<file path="src/rtl/pipe_pkg.sv">
// Shared definitions for the pipeline hazard/stall controller.
package pipe_pkg;

  // Memory-handshake FSM state encoding.
  localparam logic [0:0] ST_RUN      = 1'b0;
  localparam logic [0:0] ST_MEM_WAIT = 1'b1;

  // Architectural zero register; writes to it never create a hazard.
  localparam logic [4:0] REG_ZERO = 5'd0;

  // Which pipeline event wins arbitration in a given cycle.
  typedef enum logic [1:0] {
    EV_NONE      = 2'd0,
    EV_FLUSH     = 2'd1,
    EV_LOAD_USE  = 2'd2,
    EV_MEM_STALL = 2'd3
  } pipe_event_t;

  // Bundle of the pipeline-control strobes driven by the controller.
  typedef struct packed {
    logic pc_write;
    logic ifid_write;
    logic ifid_flush;
    logic idex_noop;
    logic pipe_hold;
  } pipe_ctrl_t;

  // Pick the single winning event: memory stall beats load-use beats flush.
  function automatic pipe_event_t resolve_event(input logic mem_stall,
                                                input logic load_use,
                                                input logic branch);
    pipe_event_t ev;
    ev = EV_NONE;
    if (mem_stall) begin
      ev = EV_MEM_STALL;
    end else if (load_use) begin
      ev = EV_LOAD_USE;
    end else if (branch) begin
      ev = EV_FLUSH;
    end
    return ev;
  endfunction

  // Translate the winning event into the control strobes it implies.
  function automatic pipe_ctrl_t ctrl_for_event(input pipe_event_t ev);
    pipe_ctrl_t c;
    c.pc_write   = 1'b1;
    c.ifid_write = 1'b1;
    c.ifid_flush = 1'b0;
    c.idex_noop  = 1'b0;
    c.pipe_hold  = 1'b0;
    case (ev)
      EV_MEM_STALL: begin
        c.pc_write   = 1'b0;
        c.ifid_write = 1'b0;
        c.pipe_hold  = 1'b1;
      end
      EV_LOAD_USE: begin
        c.pc_write   = 1'b0;
        c.ifid_write = 1'b0;
        c.idex_noop  = 1'b1;
      end
      EV_FLUSH: begin
        c.ifid_flush = 1'b1;
      end
      default: begin
        c.pc_write   = 1'b1;
      end
    endcase
    return c;
  endfunction

endpackage

</file>
<file path="src/rtl/pipe_control_sat_counter.sv">
// Saturating event counter with a synchronous clear that overrides increment.
module sat_counter
  import pipe_pkg::*;
#(
  parameter int CNT_W = 16
) (
  input  logic             clk,
  input  logic             rst,
  input  logic             inc,
  input  logic             clr,
  output logic [CNT_W-1:0] count
);

  localparam logic [CNT_W-1:0] CNT_ONE = {{(CNT_W-1){1'b0}}, 1'b1};
  localparam logic [CNT_W-1:0] CNT_MAX = {CNT_W{1'b1}};

  // Count one per qualifying cycle, sticking at all-ones; clear wins over inc.
  always_ff @(posedge clk) begin
    if (rst || clr) begin
      count <= '0;
    end else if (inc && (count != CNT_MAX)) begin
      count <= count + CNT_ONE;
    end
  end

endmodule

</file>
<file path="src/rtl/pipe_control.sv">
// Pipeline hazard and memory-stall controller for a 5-stage in-order core.
module pipe_control
  import pipe_pkg::*;
#(
  parameter int CNT_W = 16
) (
  input  logic             clk_i,
  input  logic             rst_i,
  input  logic [4:0]       ID_Rs1_i,
  input  logic [4:0]       ID_Rs2_i,
  input  logic [4:0]       EX_Rd_i,
  input  logic             EX_MemRead_i,
  input  logic             Branch_i,
  input  logic             Mem_req_i,
  input  logic             Mem_ack_i,
  input  logic             Cnt_clr_i,
  output logic             PCWrite_o,
  output logic             IFID_Write_o,
  output logic             IFID_Flush_o,
  output logic             IDEX_NoOp_o,
  output logic             Pipe_Hold_o,
  output logic             Mem_busy_o,
  output logic [CNT_W-1:0] LU_cnt_o,
  output logic [CNT_W-1:0] MS_cnt_o,
  output logic [CNT_W-1:0] FL_cnt_o
);

  logic [0:0]  state;
  logic [0:0]  state_next;
  logic        load_use;
  logic        mem_stall;
  pipe_event_t win_event;
  pipe_ctrl_t  ctrl;

  // Detect hazards and arbitrate them; the ack cycle itself is not a stall,
  // so a same-cycle ack costs nothing and a late ack costs one cycle per wait.
  always_comb begin
    load_use  = EX_MemRead_i && (EX_Rd_i != REG_ZERO) &&
                ((EX_Rd_i == ID_Rs1_i) || (EX_Rd_i == ID_Rs2_i));
    mem_stall = 1'b0;
    if (state == ST_RUN) begin
      mem_stall = Mem_req_i && !Mem_ack_i;
    end else begin
      mem_stall = !Mem_ack_i;
    end
    win_event = resolve_event(mem_stall, load_use, Branch_i);
    ctrl      = ctrl_for_event(win_event);
  end

  assign PCWrite_o    = ctrl.pc_write;
  assign IFID_Write_o = ctrl.ifid_write;
  assign IFID_Flush_o = ctrl.ifid_flush;
  assign IDEX_NoOp_o  = ctrl.idex_noop;
  assign Pipe_Hold_o  = ctrl.pipe_hold;

  // Next-state logic: enter the wait state on an unacknowledged request and
  // leave it only on ack; an ack with no outstanding request is ignored.
  always_comb begin
    state_next = state;
    case (state)
      ST_RUN: begin
        if (Mem_req_i && !Mem_ack_i) begin
          state_next = ST_MEM_WAIT;
        end
      end
      ST_MEM_WAIT: begin
        if (Mem_ack_i) begin
          state_next = ST_RUN;
        end
      end
      default: begin
        state_next = ST_RUN;
      end
    endcase
  end

  // State register; reset drops any in-flight memory wait.
  always_ff @(posedge clk_i) begin
    if (rst_i) begin
      state <= ST_RUN;
    end else begin
      state <= state_next;
    end
  end

  assign Mem_busy_o = (state == ST_MEM_WAIT);

  // The memory side must keep requesting until it acknowledges.
  property p_req_held_in_wait;
    @(posedge clk_i) disable iff (rst_i)
      ((state == ST_MEM_WAIT) && !Mem_ack_i) |-> Mem_req_i;
  endproperty
  a_req_held_in_wait: assert property (p_req_held_in_wait);

  sat_counter #(.CNT_W(CNT_W)) u_lu_cnt (
    .clk   (clk_i),
    .rst   (rst_i),
    .inc   (win_event == EV_LOAD_USE),
    .clr   (Cnt_clr_i),
    .count (LU_cnt_o)
  );

  sat_counter #(.CNT_W(CNT_W)) u_ms_cnt (
    .clk   (clk_i),
    .rst   (rst_i),
    .inc   (win_event == EV_MEM_STALL),
    .clr   (Cnt_clr_i),
    .count (MS_cnt_o)
  );

  sat_counter #(.CNT_W(CNT_W)) u_fl_cnt (
    .clk   (clk_i),
    .rst   (rst_i),
    .inc   (win_event == EV_FLUSH),
    .clr   (Cnt_clr_i),
    .count (FL_cnt_o)
  );

endmodule

</file>
<file path="config.mk">
export PLATFORM = sky130hd
export DESIGN_NAME = pipe_control
export DESIGN_NICKNAME = d
export VERILOG_FILES = /design/src/rtl/pipe_pkg.sv /design/src/rtl/pipe_control_sat_counter.sv /design/src/rtl/pipe_control.sv
export SDC_FILE = /design/constraint.sdc
export NUM_CORES = 1
export LEC_CHECK = 0
export ABC_AREA = 1
export CORE_MARGIN = 1
export CORE_UTILIZATION = 35
export DETAILED_ROUTE_END_ITERATION = 6
export PLACE_DENSITY_LB_ADDON = 0.3
export SYNTH_ARGS = -nofsm -noshare
export SYNTH_HDL_FRONTEND = slang
export SYNTH_SLANG_ARGS = --single-unit
</file>
<file path="constraint.sdc">
create_clock -name clk_i -period 1.9 [get_ports clk_i]
set_input_delay 0.38 -clock clk_i [delete_from_list [all_inputs] [get_ports clk_i]]
set_output_delay 0.38 -clock clk_i [all_outputs]
set_load 0.02 [all_outputs]
</file>
==> results_dict.tcl <==
set metrics [dict create \
    run_status "finished, final reports clean" \
    synth_enable_flop_cells 0 \
    post_route_antenna_net_violation_count 0 \
    arrival_ns 1.43 \
    timing.slew.headroom_pct 71.8 \
    critical_path.endpoint_type "output pin" \
    yosysWarnings 0 \
    dieWidth_um 95.5 \
    row_cnt 33 \
    io_pins 76 \
    final_nets 589 \
    worst_path_max_fanout 6 \
    cts-buffers-inserted 5 \
    crit_path_max_incr_delay_ns 0.66 \
    timing.final.max_slew_violations 0 \
    h-tree-depth 2 \
    worst_hold_slack_ns 0.492 \
    global_route.usage.total_pct 18.0 \
    worst_ep_required_time_ns 1.52 \
    post_route_fraction_of_the_period_consumed_by_the_critical_path_pct 95.2 \
    die_area_um2 9120 \
    first_global_vias 2925 \
    routed_via_density 4.85 \
    grt_max_degree 23 \
    hpwlAfterDp_um 6040 \
    synth_cell_types 29 \
    drt-pass1-iter-count 4 \
    clock-root-buffer "clkbuf_8" \
    ctsHoldBuffers 0 \
    synth-seq-cells 49 \
    ir_worst_vdd_uv 271 \
    cts_tree "done" \
    crit_type "reg2out" \
    max_slew.worst_pin.slew_ns 0.419 \
    num_vias 3243 \
    postSynthAreaPerCell_um2 6.58 \
    worst_setup_path_start_kind "register" \
    worst_path_buf_inv 1 \
    drive_above_1_share_pct 14.7 \
    floorplan.initialDensity_pct 36.7 \
    min-delay-path-class "reg2reg" \
    fmaxAchievable_mhz 553 \
    routed_wire_length_um 7870 \
    numPlacedInstances 659 \
    cap_violations 0 \
    p_leak_nw 1.58 \
    path_clk_slew_ns 0.09 \
    pwr_dens_nw_per_um2 446 \
    finalSetupViolCount 0 \
    wl_per_cell_um 11.8 \
    period_needed_ns 1.81 \
    dr.first_iter.drc_count 108 \
    floorplan.die.height_um 95.5 \
    final.fill_count 853 \
    final_cells 668 \
    ys_seq_area_share_pct 32.1 \
    synth_cell_area_um2 3060 \
    timing.setup.tns_ns 0 \
    slowest_stage "clkdlybuf4s50_1" \
    mappedNetlistNets 490 \
    finish.utilization_pct 50.1 \
    cts.path.max_buffers 2 \
    tritoncts_num_sinks 49 \
    path_cells "clkdlybuf4s50_1" \
    postSynth.asyncResetShare_pct 0 \
    postSynthCellCount 465 \
    grt.overflow.total 0 \
    floorplan_core_area_um2 8340 \
    synth_flop_cell "dfxtp_1" \
    grt_pass1_wl_um 13000 \
    antenna_found_initial 0 \
    setup_repair_after_global_routing_missed_its_margin "false" \
    insertion_delay_of_the_later_clocked_pin_in_the_worst_skew_pair_ns 0.30 \
    timing.final.hold_violations 0 \
    gp_routability_congestion 0.840 \
    clock-skew-final_ns 0.0120 \
    drc_errors 0 \
    port-buffer-count 75 \
    timing.critical_path.max_delay_family "buffers and inverters" \
    area_growth_pct 36.4 \
    antenna_cells_inserted 0 \
]
repair_timing:
action                                  4_1_cts  5_1_grt
endpoints found under the setup margin        5       19
buffers inserted                              2        1
gates cloned                                  0        0
resized for setup                            36       23
pin swaps                                    12       11
worst paths after layout:
| path | start | endpoint | slack (ns) | cells past startpoint |
|---|---|---|---|---|
| setup / recovery | u_fl_cnt.count[5]$_SDFFE_PP0P_ | FL_cnt_o[5] | 0.09 | 1 |
| hold / removal | u_ms_cnt.count[4]$_SDFFE_PP0P_ | u_ms_cnt.count[4]$_SDFFE_PP0P_ | 0.49 | 2 |
| setup reg to reg | u_fl_cnt.count[1]$_SDFFE_PP0P_ | u_fl_cnt.count[14]$_SDFFE_PP0P_ | 0.15 | 10 |
| hold reg to reg | u_ms_cnt.count[4]$_SDFFE_PP0P_ | u_ms_cnt.count[4]$_SDFFE_PP0P_ | 0.49 | 2 |
power by group:
group / internal, mW / switching (mW) / leakage (nW)
sequential: 1.03 / 0.00412 / 0.396
clock: 0.243 / 0.338 / 0.0399
combinational: 0.106 / 0.138 / 1.15
total: 1.38 / 0.481 / 1.58
cell type report:
| class | count | area [µm²] | share of cell area (%) |
|---|---|---|---|
| Clock inverter | 1 | 5.00 | 0.120 |
| Timing Repair Buffer | 103 | 961 | 23.0 |
| Inverter | 59 | 221 | 5.30 |
| Multi-Input combinational cell | 346 | 1800 | 43.2 |
| Clock buffer | 5 | 68.8 | 1.65 |
| Tap cell | 105 | 131 | 3.15 |
| Sequential cell | 49 | 985 | 23.6 |
registers in the layout, summed over array words and instances (netlist names):
name            flops
Mem_busy_o          1
u_fl_cnt.count     16
u_ms_cnt.count     16
u_lu_cnt.count     16
cell usage after synthesis (2+ instances only):
cell type,count,share of area (%)
xor2_1,20,5.7
inv_2,6,0.74
nor4_1,4,0.82
nor3_1,15,2.5
nand4_1,20,4.1
buf_6,2,0.74
nand2_2,6,1.2
nand2_1,132,16
o21ai_0,12,2.0
xnor2_1,7,2.0
nor2_4,4,1.5
nand2_4,2,0.74
clkbuf_1,5,0.61
dfxtp_1,49,32
nor2_2,3,0.61
nand3_1,21,3.4
ha_1,3,1.2
nor2_1,52,6.4
inv_1,53,6.5
nand4_2,2,0.82
buf_2,2,0.33
a21oi_2,11,3.1
a21oi_1,28,4.6
stage by stage:
stage                     area [µm²]  worst slack (ns)  power, mW
after CTS                       4140          0.000998       1.88
after global placement          4080            -0.677       1.31
final                           4180            0.0914       1.86
after floorplan                 3060             0.113       1.18
after global routing            4180           0.00465       1.94
after detailed placement        4080            -0.676       1.31
metal layers:
layer / part of all wire [%] / track usage (%)
met3: 5.9 / 3.27
met5: 0 / 0
met2: 47 / 30.4
met4: 1.1 / 4.73
met1: 46 / 23.4
placed cells by master, fill, tap and decap left out, drive strengths merged:
cell type      instances
nor4                   4
a21oi                 39
clkdlybuf4s15          3
clkdlybuf4s50         53
o21ai                 12
nor3                  16
clkbuf                 9
and3                   1
a31oi                  1
dfxtp                 49
ha                     3
buf                   32
nand4                 22
nand2                140
clkinv                 1
dlygate4sd2            9
nor2                  59
xor2                  20
xnor2                  7
nand3                 22
inv                   59
dlymetal6s2s           2
logic make-up (layout without fill, tap and decap cells):
| group | Yosys count | in the layout | synth area share (%) |
|---|---|---|---|
| simple gates | 264 | 264 | 39.3 |
| compound gates | 52 | 52 | 9.89 |
| fa+ha+maj | 3 | 3 | 1.23 |
| buf+inv | 70 | 168 | 9.81 |
| flops | 49 | 49 | 32.1 |
| xor+xnor | 27 | 27 | 7.73 |
No activity file was read; power rests on OpenSTA's default activity.
